## config.mk

```make
export PLATFORM = sky130hd
export DESIGN_NAME = uart_tx_frame
export DESIGN_NICKNAME = d
export VERILOG_FILES = /design/src/rtl/uart_tx_frame.sv
export SDC_FILE = /design/constraint.sdc
export NUM_CORES = 1
export LEC_CHECK = 0
export ABC_CLOCK_PERIOD_IN_PS = 1990
export BUFFER_PORTS_ARGS = -buffer_cell sky130_fd_sc_hd__buf_2
export CELL_PAD_IN_SITES_DETAIL_PLACEMENT = 0
export CELL_PAD_IN_SITES_GLOBAL_PLACEMENT = 2
export CORE_MARGIN = 3
export CORE_UTILIZATION = 35
export CTS_BUF_LIST = sky130_fd_sc_hd__clkbuf_4
export CTS_CLUSTER_SIZE = 16
export DETAILED_ROUTE_END_ITERATION = 12
export GPL_TIMING_DRIVEN = 0
export HOLD_SLACK_MARGIN = 0.08
export PLACE_DENSITY_LB_ADDON = 0.05
export RECOVER_POWER = 50
export REMOVE_ABC_BUFFERS = 1
export SETUP_SLACK_MARGIN = 0.02
export SYNTH_ARGS = -nofsm -noshare
export SYNTH_HDL_FRONTEND = slang
export SYNTH_SLANG_ARGS = --single-unit
```

## constraint.sdc

```tcl
create_clock -name clk -period 1.99 [get_ports clk]
set_clock_uncertainty 0.1 [all_clocks]
set_input_delay 0.398 -clock clk [delete_from_list [all_inputs] [get_ports clk]]
set_output_delay 0.398 -clock clk [all_outputs]
set_load 0.05 [all_outputs]
```

## src/rtl/uart_tx_frame.sv

```systemverilog
// uart_tx_frame: parametrised UART transmitter.
// One character per start/ready handshake is serialised as
// start bit, DataBits data bits (LSB or MSB first), optional parity, StopBits stop bits.
// Bit timing comes from the shared sample_trigger pulse; each bit spans SamplesPerBit triggers.
// All outputs are registered.
module uart_tx_frame #(
    parameter int unsigned DataBits      = 8,
    parameter int unsigned ParityMode    = 0,
    parameter int unsigned StopBits      = 1,
    parameter int unsigned SamplesPerBit = 16,
    parameter int unsigned MsbFirst      = 0
) (
    input  logic                clk,
    input  logic                rst,
    input  logic                sample_trigger,
    input  logic [DataBits-1:0] data,
    input  logic                start,
    output logic                serial_data,
    output logic                ready,
    output logic                done
);

    // ------------------------------------------------------------------
    // Parameter legality
    // ------------------------------------------------------------------
    if (DataBits < 5 || DataBits > 9) begin : g_bad_data_bits
        $error("uart_tx_frame: DataBits must be in 5..9");
    end
    if (ParityMode > 2) begin : g_bad_parity_mode
        $error("uart_tx_frame: ParityMode must be 0, 1 or 2");
    end
    if (StopBits != 1 && StopBits != 2) begin : g_bad_stop_bits
        $error("uart_tx_frame: StopBits must be 1 or 2");
    end
    if (SamplesPerBit == 0 || SamplesPerBit > 256) begin : g_bad_samples
        $error("uart_tx_frame: SamplesPerBit must be in 1..256");
    end
    if (MsbFirst > 1) begin : g_bad_msb_first
        $error("uart_tx_frame: MsbFirst must be 0 or 1");
    end

    // ------------------------------------------------------------------
    // Frame geometry
    // ------------------------------------------------------------------
    localparam int unsigned ParityBits = (ParityMode != 0) ? 1 : 0;
    localparam int unsigned FrameBits  = 1 + DataBits + ParityBits + StopBits;
    // Bit index runs 0..FrameBits; the extra value marks "all bits shown, stop time elapsed".
    localparam int unsigned IdxW       = $clog2(FrameBits + 1);
    localparam int unsigned CntW       = (SamplesPerBit > 1) ? $clog2(SamplesPerBit) : 1;

    localparam logic [CntW-1:0] CntLast = CntW'(SamplesPerBit - 1);
    localparam logic [IdxW-1:0] IdxEnd  = IdxW'(FrameBits);

    typedef enum logic {
        StIdle,
        StSend
    } state_e;

    state_e                 state;
    logic [CntW-1:0]        sample_cnt;
    logic [IdxW-1:0]        bit_idx;
    // Latched frame; bit 0 is the next bit to put on the line.
    logic [FrameBits-1:0]   frame_shift;

    logic                   data_parity;
    logic [FrameBits-1:0]   frame_new;
    logic                   accept;

    assign accept = (state == StIdle) && ready && start;

    // Assemble the complete frame (start, data, parity, stop) from the current data input
    always_comb begin
        frame_new    = '1;
        frame_new[0] = 1'b0;
        for (int i = 0; i < int'(DataBits); i++) begin
            frame_new[1 + i] = (MsbFirst != 0) ? data[int'(DataBits) - 1 - i] : data[i];
        end
        data_parity = ^data;
        if (ParityMode == 1) begin
            frame_new[1 + DataBits] = data_parity;
        end else if (ParityMode == 2) begin
            frame_new[1 + DataBits] = ~data_parity;
        end
    end

    // Transmit FSM: accept in idle, then step through the frame on sample triggers
    always_ff @(posedge clk) begin
        if (rst) begin
            state       <= StIdle;
            ready       <= 1'b0;
            done        <= 1'b0;
            serial_data <= 1'b1;
            sample_cnt  <= '0;
            bit_idx     <= '0;
            frame_shift <= '1;
        end else begin
            done <= 1'b0;
            case (state)
                StIdle: begin
                    serial_data <= 1'b1;
                    if (accept) begin
                        // A trigger coincident with acceptance is not counted
                        state       <= StSend;
                        ready       <= 1'b0;
                        frame_shift <= frame_new;
                        sample_cnt  <= '0;
                        bit_idx     <= '0;
                    end else begin
                        ready <= 1'b1;
                    end
                end
                StSend: begin
                    if (sample_trigger) begin
                        if (bit_idx == IdxEnd) begin
                            // Last stop bit has now been held for a full bit time
                            state       <= StIdle;
                            ready       <= 1'b1;
                            done        <= 1'b1;
                            serial_data <= 1'b1;
                            sample_cnt  <= '0;
                            bit_idx     <= '0;
                        end else begin
                            serial_data <= frame_shift[0];
                            if (sample_cnt == CntLast) begin
                                sample_cnt  <= '0;
                                bit_idx     <= bit_idx + 1'b1;
                                frame_shift <= {1'b1, frame_shift[FrameBits-1:1]};
                            end else begin
                                sample_cnt <= sample_cnt + 1'b1;
                            end
                        end
                    end
                end
                default: begin
                    state <= StIdle;
                end
            endcase
        end
    end

endmodule

```

* Yosys cells after proc, flatten, opt, wreduce, memory -nomap -nowiden
Cells that the tools add are included.
** Cells by class
- Add/subtract/negate cells :: 2
- Equal/unequal tests :: 8
- Multiplexer cells :: 26
- Bitwise logic cells :: 2
- Reduce and logical (&&, ||, !) cells :: 7
** Operators by type and width (number)
- $mux 10 :: 4
- $mux 4 :: 7
- $pmux 10 s2 :: 1
- $pmux 4 s2 :: 2
- $mux 1 :: 9
- $add 4x1->4 const B :: 2
- $eq 4x4->1 const B :: 2
- $ne 2x2->1 const B :: 3
- $pmux 1 s2 :: 3
- $ne 2x1->1 const B :: 2
- $reduce_and 2->1 :: 2
- $reduce_and 4->1 :: 1
- $ne 3x1->1 const B :: 1
- $reduce_and 3->1 :: 1
- $reduce_or 3->1 :: 1
- $logic_and 1x1->1 :: 2
- $not 1->1 :: 2
** Word-level totals
- Bits in registers :: 22
- Input port bits :: 12
- Output and inout bits :: 3

* Logic depth before layout (Yosys ltp)
Gate-level depths: netlist of the first run.
- Depth after elaboration :: 5
- Mapped depth :: 7
- Depth with buffers taken out :: 6

* Worst setup path before layout of the first run
Ideal clock, no wire load.
- Path kind :: flip-flop to flip-flop
- Start point :: register ready
- End point :: register sample_cnt[3]
- Setup time :: 71 ps
- Data arrival time :: 1634 ps
- Required time :: 1819 ps
- Slack :: 186 ps
- Stages on the path, launching flop included :: 5
- Buffers on the path :: 0
- Path through :: dfxtp_1 -> nand3b_4 -> and2_4 -> or4_1 -> a21oi_1
** On the way
- Cells in the longest elaborated chain, start to end :: 4
** RTL lines
- start, declared :: line 19 : output logic ready,
- start signal, assigned :: line 90 : ready <= 1'b0;
- start signal, assigned :: line 104 : ready <= 1'b0;
- start signal, assigned :: line 109 : ready <= 1'b1;
- $logic_and 1x1->1 (2 in series) :: line 69 : assign accept = (state == StIdle) && ready && start;
- $ne 2x2->1 (no source line)
- $reduce_and 2->1 (no source line)
- end signal, assigned :: line 129 : sample_cnt <= sample_cnt + 1'b1;
- end, declared :: line 60 : logic [CntW-1:0] sample_cnt;
No other way between the ends.
A chain may end at the register's enable or synchronous reset.

* Worst setup path in the final report of the first run
- Start point :: register bit_idx[0]
- End point :: register bit_idx[2]
** On the way
- Cells in the longest elaborated chain, start to end :: 5
- Elaborated cells between the ends (all ways) :: 8
** RTL lines
- start, declared :: line 61 : logic [IdxW-1:0] bit_idx;
- start signal, assigned :: line 126 : bit_idx <= bit_idx + 1'b1;
- $add 4x1->4 :: line 126
- $mux 4 :: line 124 : if (sample_cnt == CntLast) begin
- $mux 4 :: line 114 : if (bit_idx == IdxEnd) begin
- $mux 4 :: line 113 : if (sample_trigger) begin
- $pmux 4 s2 :: line 98 : case (state)
Several ways; a longest one is shown, not always the timed one. The select of a mux whose other input is x is not followed.

==> flow_metrics.py, run 1 <==
metrics = {
    "logic_synthesis": {
        "async_flop_share_pct": 0,
        "synth.ff_latch_count": 21,
        "netlist_instances": 108,
        "synth-seq-area-share_pct": 42.2,
        "postSynthAreaPerCell_um2": 9.23,
        "yosys_warnings": 0,
        "ys.flop_type": "dfxtp_1",
        "netlist_area_before_placement_um2": 997,
        "synth.distinct_cells": 33,
        "synth-edff-count": 0,
    },
    "sta": {
        "fin_crit_sh_pct": 90.3,
        "setup_tns_final_ps": 0,
        "maxClockFrequency_ghz": 0.556,
        "total_count_of_hold_check_failures_in_the_final_report": 0,
        "worst_pin_slew_ps": 599,
        "max-slew-margin-rel_pct": 60.3,
        "whs_ps": 257,
        "drv_slew": 0,
        "rsz_0062_raised_after_global_routing": "no",
        "final.min_clock_period_ps": 1800,
        "report.final.setup_viol": 0,
    },
    "routing": {
        "route.vias.total": 859,
        "firstDrtPassIters": 3,
        "drt_drc_violations_left": 0,
        "final_antenna_net_count": 0,
        "totalWireLength_um": 2080,
        "dr.first_iter.drc_count": 33,
        "routed_via_density": 5.58,
        "average_wire_per_standard_cell_um": 13.5,
    },
    "clocking": {
        "post_cts_hold_buffers": 0,
        "cts-htree-levels": 1,
        "cts_tree": "yes",
        "worst_setup_hold_path_clk_slew_ps": 110,
        "tritoncts_num_sinks": 21,
        "clockBufferDepth": 2,
        "ctsRootBufferMaster": "clkbuf_4",
        "worst_skew_pair.late_latency_ps": 300,
        "cts_buffers": 3,
    },
    "global_routing": {
        "number_of_antenna_violations_at_the_first_check_in_global_routing": 0,
        "track_usage_pct": 13.5,
        "first_global_vias": 838,
        "overflow": 0,
        "grt_start_max_net_pins": 20,
        "grt_first_pass_wirelength_um": 3630,
    },
    "die": {
        "dieWidth_um": 59.4,
        "placeableCoreArea_mm2": 0.00259,
        "core.rowCount": 18,
        "chipHeight_um": 59.4,
        "initial_utilization_pct": 38.5,
        "design.portCount": 15,
        "fp.dieArea_mm2": 0.00353,
    },
    "outcome": {
        "status": "finished, final reports clean",
    },
    "layout": {
        "drive_above_1_share_pct": 21.8,
        "final_net_count": 140,
        "n_fill_cell": 284,
        "register_area_um2": 425,
        "antennaDiodeCount": 0,
        "area_growth_syn_to_layout_pct": 14.3,
        "mostFrequentLayoutCells": "dfxtp_1 (19), nor3_1 (13), buf_2 (11), mux2i_1 (7), a31oi_1 (7)",
        "layout.cells.most_common": "dfxtp_1",
        "multiInputGateArea_um2": 527,
    },
    "worst_setup_path": {
        "cp-end-kind": "flop",
        "worstSetupStartpointType": "flop",
        "worst-endpoint-required_ps": 2130,
        "path_max_fanout": 5,
        "timing_worst_setup_path_type": "flop to flop",
        "r2r_cells": 7,
        "worst-endpoint-arrival_ps": 1930,
    },
    "power": {
        "leakage_nw": 0.431,
        "power_per_cell_area_mw_per_mm2": 673,
        "overall_power_w": 0.000767,
        "irDropWorstVdd_v": 0.000484,
    },
    "placed_design": {
        "half_perimeter_wire_length_after_placement_um": 1480,
        "placement.io_buffers": 14,
        "globalplace.congestion": 0.745,
    },
    "min_path": {
        "hold_path_class": "primary input to flop",
        "worstHoldPathCells": 3,
    },
    "flow_run": {
        "max-cap-violations": 0,
    },
}
==> sequential cells by signal, summed over array words and instances (netlist names) <==
register     count
bit_idx          4
done             1
state            1
serial_data      1
sample_cnt       4
ready            1
frame_shift      9
==> Yosys cell counts (2+ instances only) <==
cell type,n,share of area (%)
a21oi_1,6,3.0
a31o_2,2,1.8
a31oi_1,7,4.4
and3_1,2,1.3
clkbuf_1,2,0.75
dfxtp_1,21,42
ha_1,3,3.8
inv_1,3,1.1
mux2i_1,7,7.0
nand2_1,6,2.3
nand3_1,6,3.0
nor2_1,4,1.5
nor3_1,13,6.5
o21ai_0,5,2.5
or3_1,3,1.9
==> worst paths after layout <==
| check | to | slack (ps) | from |
|---|---|---|---|
| min reg2reg | sample_cnt[0]$_SDFFE_PP0P_ | 400 | sample_cnt[0]$_SDFFE_PP0P_ |
| max | bit_idx[2]$_SDFFE_PP0P_ | 190 | bit_idx[0]$_SDFFE_PP0P_ |
| min | frame_shift[8]$_SDFFE_PP1P_ | 260 | data[7] |
| max reg2reg | bit_idx[2]$_SDFFE_PP0P_ | 190 | bit_idx[0]$_SDFFE_PP0P_ |
==> where the power goes <==
group          leakage (nW)  internal (W)  total (W)  switching (W)
Clock                0.0184     0.0000916   0.000214       0.000123
Combinational         0.240     0.0000436  0.0000989      0.0000553
Sequential            0.172      0.000435   0.000454      0.0000185
Total                 0.431      0.000570   0.000767       0.000197
==> cell type report <==
| class | count | share of cell area [%] |
|---|---|---|
| clock buffers | 4 | 2.63 |
| inverters | 3 | 0.988 |
| multi-input cells | 78 | 46.2 |
| flip-flops and latches | 21 | 37.3 |
| well taps | 30 | 3.29 |
| repair buffers | 18 | 9.55 |
==> metal layers <==
| layer | GRT usage, % | up-vias | part of all wire [%] |
|---|---|---|---|
| li1 | - | 442 | - |
| met1 | 16.6 | 397 | 48 |
| met2 | 22.6 | 16 | 46 |
| met3 | 3.92 | 4 | 4.4 |
| met4 | 3.88 | 0 | 1.4 |
| met5 | 0 | - | 0 |
==> timing repair <==
| action | 4_1_cts | 5_1_grt |
|---|---|---|
| resized for setup | 1 | 3 |
| buffers inserted | 0 | 4 |
| pin swaps | 1 | 1 |
| setup endpoints to repair | 12 | 9 |
==> kinds of logic (layout without fill, tap and decap cells) <==
kind of cell | Yosys count | in the layout | share of synthesized area, %
adders and majority gates | 3 | 3 | 3.76
buffers and inverters | 9 | 25 | 4.64
AOI/OAI and AO/OA | 27 | 27 | 19.2
DFF | 21 | 21 | 42.2
and+or+nand+nor | 41 | 41 | 23.2
muxes | 7 | 7 | 7.03
==> worst max-delay path, stage by stage (launching register included) <==
cell and delay, ps:
dfxtp_2 370, inv_1 60, ha_1 210, nand3b_1 180, clkbuf_4 180, nand3_1 130
or3_1 370, a21oi_1 140
==> through the flow <==
stage	setup slack, ps	cell area, um^2	cells	util, %
after detailed placement	-280	1070	146	41.3
final	192	1140	154	44.0
after global routing	53.5	1140	154	44.0
after CTS	31.8	1100	150	42.5
after floorplan	81.0	962	102	-
after global placement	-250	1070	146	41.3
Power figures use the tool's default switching activity.
==> run 2, diff against run 1 <==
--- a/config.mk
+++ b/config.mk
@@ -7,7 +7,7 @@
 export LEC_CHECK = 0
 export ABC_CLOCK_PERIOD_IN_PS = 1990
 export BUFFER_PORTS_ARGS = -buffer_cell sky130_fd_sc_hd__buf_2
-export CELL_PAD_IN_SITES_DETAIL_PLACEMENT = 0
+export CELL_PAD_IN_SITES_DETAIL_PLACEMENT = 2
 export CELL_PAD_IN_SITES_GLOBAL_PLACEMENT = 2
 export CORE_MARGIN = 3
 export CORE_UTILIZATION = 35
==> flow_metrics.py, run 2 (synthesis gave the netlist of run 1 again) <==
metrics = {
    "global_routing": {
        "number_of_antenna_violations_at_the_first_check_in_global_routing": 0,
        "overflow": 0,
        "grt_start_max_net_pins": 20,
        "grt_first_pass_wirelength_um": 4400,
        "first_global_vias": 989,
        "track_usage_pct": 17.0,
    },
    "worst_setup_path": {
        "regToRegSetupSlack_ps": 160,
        "critical_path.slowest_cell": "or4_1",
        "reg2reg_from": "bit_idx[0]$_SDFFE_PP0P_",
        "timing_worst_setup_path_type": "flop to flop",
        "worst-endpoint-arrival_ps": 1980,
        "worstSetupStartpointType": "flop",
        "critical_path.reg2reg.endpoint": "sample_cnt[3]$_SDFFE_PP0P_",
        "r2r_cells": 6,
        "cp-end-kind": "flop",
        "crit_path_cell_trace": "inv_1, ha_1, nand3b_1, nand3_2, or4_1, a21oi_1",
        "critical_path.max_stage_delay_ps": 490,
        "worst-endpoint-required_ps": 2140,
        "path_max_fanout": 6,
    },
    "clocking": {
        "worst_skew_pair.late_latency_ps": 310,
        "cts-htree-levels": 1,
        "post_cts_hold_buffers": 0,
        "tritoncts_num_sinks": 21,
        "clockBufferDepth": 2,
        "cts_tree": "yes",
        "cts_buffers": 3,
        "worst_setup_hold_path_clk_slew_ps": 120,
        "ctsRootBufferMaster": "clkbuf_4",
    },
    "placed_design": {
        "placement.io_buffers": 14,
        "dpl-instance-area_mm2": 0.00107,
        "dp_slack_ps": -322,
        "globalplace.congestion": 0.745,
        "half_perimeter_wire_length_after_placement_um": 1820,
    },
    "sta": {
        "rsz_0062_raised_after_global_routing": "no",
        "total_count_of_hold_check_failures_in_the_final_report": 0,
        "setup_ws_ps": 162,
        "whs_ps": 254,
        "drv_slew": 0,
        "max-slew-margin-rel_pct": 59.4,
        "report.final.setup_viol": 0,
        "maxClockFrequency_ghz": 0.547,
        "worst_pin_slew_ps": 612,
        "fin_crit_sh_pct": 91.9,
        "final.min_clock_period_ps": 1830,
    },
    "die": {
        "fp.dieArea_mm2": 0.00353,
        "core.rowCount": 18,
        "initial_utilization_pct": 38.5,
        "placeableCoreArea_mm2": 0.00259,
        "dieWidth_um": 59.4,
        "design.portCount": 15,
        "chipHeight_um": 59.4,
    },
    "routing": {
        "dr.first_iter.drc_count": 33,
        "drt_drc_violations_left": 0,
        "firstDrtPassIters": 4,
        "totalWireLength_um": 2610,
        "route.vias.total": 913,
        "routed_via_density": 5.93,
        "average_wire_per_standard_cell_um": 17.0,
        "final_antenna_net_count": 0,
    },
    "min_path": {
        "min_to": "frame_shift[8]$_SDFFE_PP1P_",
        "worstHoldStart": "data[7]",
        "worstHoldPathCells": 3,
        "hold_path_class": "primary input to flop",
    },
    "power": {
        "p_int_w": 0.000572,
        "share_seq_of_total_power_pct": 57.8,
        "clk_pwr_share_pct": 28.9,
        "power_per_cell_area_mw_per_mm2": 684,
        "power.switching_w": 0.000214,
        "p_sw_share_pct": 27.2,
        "overall_power_w": 0.000785,
        "power_frac_comb_pct": 13.3,
        "irDropWorstVdd_v": 0.000409,
        "leakage_nw": 0.433,
    },
    "layout": {
        "antennaDiodeCount": 0,
        "final_net_count": 140,
        "final_util_pct": 44.3,
        "stdcell_area_mm2": 0.00115,
        "layout.cells.most_common": "dfxtp_1",
        "drive_above_1_share_pct": 21.8,
        "mostFrequentLayoutCells": "dfxtp_1 (19), nor3_1 (13), buf_2 (11), mux2i_1 (7), a31oi_1 (7)",
        "number_of_flip_flops_in_the_largest_register": 9,
        "area_growth_syn_to_layout_pct": 15.2,
        "top_register": "frame_shift",
        "largest_registers": "frame_shift x9, bit_idx x4, sample_cnt x4",
    },
    "outcome": {
        "status": "finished, final reports clean",
    },
    "flow_run": {
        "max-cap-violations": 0,
    },
}
-- run 2: changes by cell type in the layout (fill, tap and decap cells not counted) --
cell	change
o31ai_4	+1
o31ai_2	-1
-- run 2: cell type report --
cell class,count,area (um^2)
Fill cell,292,1440
Multi-Input combinational cell,78,536
Sequential cell,21,425
Timing Repair Buffer,18,109
Tap cell,30,37.5
Clock buffer,4,30.0
Inverter,3,11.3
-- run 2: critical path: cells and delay by family (launching register included) --
kind | cells | cell delay (ps)
AO/OA/AOI/OAI | 1 | 130
adder cells (fa/ha/maj) | 1 | 210
buffers and inverters | 1 | 60
flip-flops | 1 | 380
AND/OR/NAND/NOR | 3 | 880
-- run 2: what timing repair did --
item / CTS / global route
endpoints found under the setup margin: 15 / 3
gates resized for setup: 1 / 3
pin swaps: 1 / 0
buffers inserted: 1 / 3
-- run 2: metrics by stage --
stage / instances / setup TNS [ps]
finish: 154 / 0
global route: 154 / 0
CTS: 151 / 0
detailed placement: 146 / -3060
global placement: 146 / -2260
floorplan: 102 / 0
-- run 2: worst max path at each step --
stage                     slack [ps]  cells past startpoint                     endpoint                    start
after floorplan                   80                      4   sample_cnt[3]$_SDFFE_PP0P_         state$_SDFF_PP0_
after global placement          -250                      4  frame_shift[1]$_SDFFE_PP1P_         state$_SDFF_PP0_
after detailed placement        -320                      4  frame_shift[7]$_SDFFE_PP1P_         state$_SDFF_PP0_
after CTS                         20                      4   sample_cnt[3]$_SDFFE_PP0P_         state$_SDFF_PP0_
after global routing              30                      6   sample_cnt[3]$_SDFFE_PP0P_  bit_idx[0]$_SDFFE_PP0P_
final                            160                      6   sample_cnt[3]$_SDFFE_PP0P_  bit_idx[0]$_SDFFE_PP0P_
-- run 2: power groups by stage --
stage / Clock [W] / Sequential, W / Combinational (W)
after floorplan: 0 / 0.000466 / 0.0000564
after global placement: 0 / 0.000463 / 0.0000950
after detailed placement: 0 / 0.000464 / 0.0000985
after CTS: 0.000236 / 0.000455 / 0.000105
after global routing: 0.000254 / 0.000457 / 0.000117
final: 0.000227 / 0.000454 / 0.000105
-- run 2: routing by layer --
metal  global-route usage (%)  wire length [um]  up-vias
li1                         -                 -      436
met1                     20.1              1160      450
met2                     30.1              1300       22
met3                     2.61               102        5
met4                     6.80                46        0
met5                        0                 0        -
==> run 3, diff against run 2 <==
--- a/config.mk
+++ b/config.mk
@@ -5,12 +5,12 @@
 export SDC_FILE = /design/constraint.sdc
 export NUM_CORES = 1
 export LEC_CHECK = 0
-export ABC_CLOCK_PERIOD_IN_PS = 1990
+export ABC_CLOCK_PERIOD_IN_PS = 2340
 export BUFFER_PORTS_ARGS = -buffer_cell sky130_fd_sc_hd__buf_2
 export CELL_PAD_IN_SITES_DETAIL_PLACEMENT = 2
 export CELL_PAD_IN_SITES_GLOBAL_PLACEMENT = 2
 export CORE_MARGIN = 3
-export CORE_UTILIZATION = 35
+export CORE_UTILIZATION = 38
 export CTS_BUF_LIST = sky130_fd_sc_hd__clkbuf_4
 export CTS_CLUSTER_SIZE = 16
 export DETAILED_ROUTE_END_ITERATION = 12
==> constraint.sdc (replaced) <==
create_clock -name clk -period 2.34 [get_ports clk]
set_clock_uncertainty 0.1 [all_clocks]
set_input_delay 0.468 -clock clk [delete_from_list [all_inputs] [get_ports clk]]
set_output_delay 0.468 -clock clk [all_outputs]
set_load 0.05 [all_outputs]
==> flow_metrics.py, run 3 (synthesis gave the netlist of run 1 again) <==
metrics = {
    "global_routing": {
        "overflow": 0,
        "globalRouteMet3Util_pct": 4.75,
        "number_of_antenna_violations_at_the_first_check_in_global_routing": 0,
        "met1_usage_pct": 22.4,
        "grt.busiest_layer": "met2",
        "track_usage_pct": 18.9,
        "global_route.usage.met2_pct": 33.0,
        "grt_first_pass_wirelength_um": 4770,
        "first_global_vias": 964,
        "grt_start_max_net_pins": 20,
    },
    "sta": {
        "max-slew-margin-rel_pct": 57.6,
        "worst_pin_slew_ps": 636,
        "final.min_clock_period_ps": 2080,
        "fin_crit_sh_pct": 88.9,
        "maxClockFrequency_ghz": 0.480,
        "report.final.setup_viol": 0,
        "total_count_of_hold_check_failures_in_the_final_report": 0,
        "rsz_0062_raised_after_global_routing": "no",
        "drv_slew": 0,
    },
    "worst_setup_path": {
        "worst-endpoint-arrival_ps": 2230,
        "timing_worst_setup_path_type": "flop to flop",
        "timing.critical_path.buf_inv": 0,
        "timing.critical_path.max_delay_family": "simple AND/OR/NAND/NOR gates",
        "cp-end-kind": "flop",
        "crit_path_cell_trace": "nand2_1, and2_0, or4_1, a21oi_1",
        "worstSetupStartpointType": "flop",
        "critical_path.slowest_cell": "dfxtp_2",
        "path_max_fanout": 17,
        "worst-endpoint-required_ps": 2490,
        "critical_path.max_stage_delay_ps": 610,
    },
    "layout": {
        "layout.cells.most_common": "dfxtp_1",
        "drive_above_1_share_pct": 16.7,
        "final_util_pct": 46.7,
        "area_growth_syn_to_layout_pct": 9.54,
        "multiInputGateArea_um2": 528,
        "mostFrequentLayoutCells": "dfxtp_1 (20), nor3_1 (13), buf_2 (11), mux2i_1 (7), a31oi_1 (7)",
        "top_register": "frame_shift",
        "largest_registers": "frame_shift x9, bit_idx x4, sample_cnt x4",
        "register_area_um2": 422,
        "final_net_count": 136,
        "n_fill_cell": 279,
        "stdcell_area_mm2": 0.00109,
        "number_of_flip_flops_in_the_largest_register": 9,
        "antennaDiodeCount": 0,
    },
    "routing": {
        "drt_drc_violations_left": 0,
        "dr.first_iter.drc_count": 22,
        "totalWireLength_um": 2670,
        "final_antenna_net_count": 0,
        "firstDrtPassIters": 4,
        "route.vias.total": 876,
        "routed_via_density": 5.92,
        "average_wire_per_standard_cell_um": 18.0,
    },
    "die": {
        "fp.dieArea_mm2": 0.00327,
        "dieWidth_um": 57.2,
        "chipHeight_um": 57.2,
        "placeableCoreArea_mm2": 0.00234,
        "core.rowCount": 17,
        "initial_utilization_pct": 42.6,
        "design.portCount": 15,
    },
    "clocking": {
        "tritoncts_num_sinks": 21,
        "clockBufferDepth": 2,
        "cts_buffers": 3,
        "cts_tree": "yes",
        "worst_skew_pair.late_latency_ps": 310,
        "worst_setup_hold_path_clk_slew_ps": 130,
        "ctsRootBufferMaster": "clkbuf_4",
        "cts-htree-levels": 1,
    },
    "placed_design": {
        "placement.io_buffers": 14,
        "globalplace.congestion": 0.774,
        "dpl-instance-area_mm2": 0.00107,
        "half_perimeter_wire_length_after_placement_um": 1920,
    },
    "outcome": {
        "status": "finished, final reports clean",
    },
    "power": {
        "leakage_nw": 0.402,
        "power_per_cell_area_mw_per_mm2": 602,
        "irDropWorstVdd_v": 0.000315,
    },
    "min_path": {
        "hold_path_class": "primary input to flop",
    },
    "flow_run": {
        "max-cap-violations": 0,
    },
}
-- run 3: cell count changes in the layout (fill, tap and decap cells not counted), sizes merged --
cell,before,now
clkbuf,9,6
buf,13,11
clkinvlp,0,1
-- run 3: per-layer routing --
| layer | share of wire (%) | vias to the layer above |
|---|---|---|
| met2 | 52 | 14 |
| met3 | 3.4 | 2 |
| met5 | 0 | - |
| li1 | - | 430 |
| met1 | 44 | 430 |
| met4 | 1.0 | 0 |
-- run 3: worst paths after layout --
kind / cells after the start / startpoint / slack [ps] / endpoint
min reg2reg: 2 / sample_cnt[0]$_SDFFE_PP0P_ / 410 / sample_cnt[0]$_SDFFE_PP0P_
max: 4 / state$_SDFF_PP0_ / 260 / sample_cnt[3]$_SDFFE_PP0P_
min: 3 / data[7] / 330 / frame_shift[8]$_SDFFE_PP1P_
max reg2reg: 4 / state$_SDFF_PP0_ / 260 / sample_cnt[3]$_SDFFE_PP0P_
-- run 3: through the flow --
step                std cells  setup WS [ps]  TNS [ps]  total power, W  hold WS [ps]
detailed placement        144          -13.0     -14.7        0.000480           398
finish                    148            259         0        0.000657           328
CTS                       148            300         0        0.000670           326
global route              148           88.8         0        0.000704           305
global placement          144            101         0        0.000474           373
floorplan                 102            431         0        0.000445           352
-- run 3: cell type report --
type | instances | share of cell area (%)
Clock buffer | 3 | 2.06
Sequential cell | 21 | 38.6
Inverter | 3 | 1.03
Multi-Input combinational cell | 78 | 48.3
Timing Repair Buffer | 14 | 6.07
Tap cell | 28 | 3.21
Clock inverter | 1 | 0.687
-- run 3: power breakdown --
part	switching, W	internal [W]
clock network	0.000123	0.0000653
logic	0.0000504	0.0000316
registers	0.0000167	0.000371
-- run 3: what timing repair did --
action                                  CTS  global route
endpoints found under the setup margin    9             0
hold buffers                              0             0
setup buffers                             0             0
gates resized for setup                   1             0
-- run 3: tightest hold or removal path, stage by stage --
cell and delay (ps):
buf_2 80, nor3_1 30, a21oi_1 130
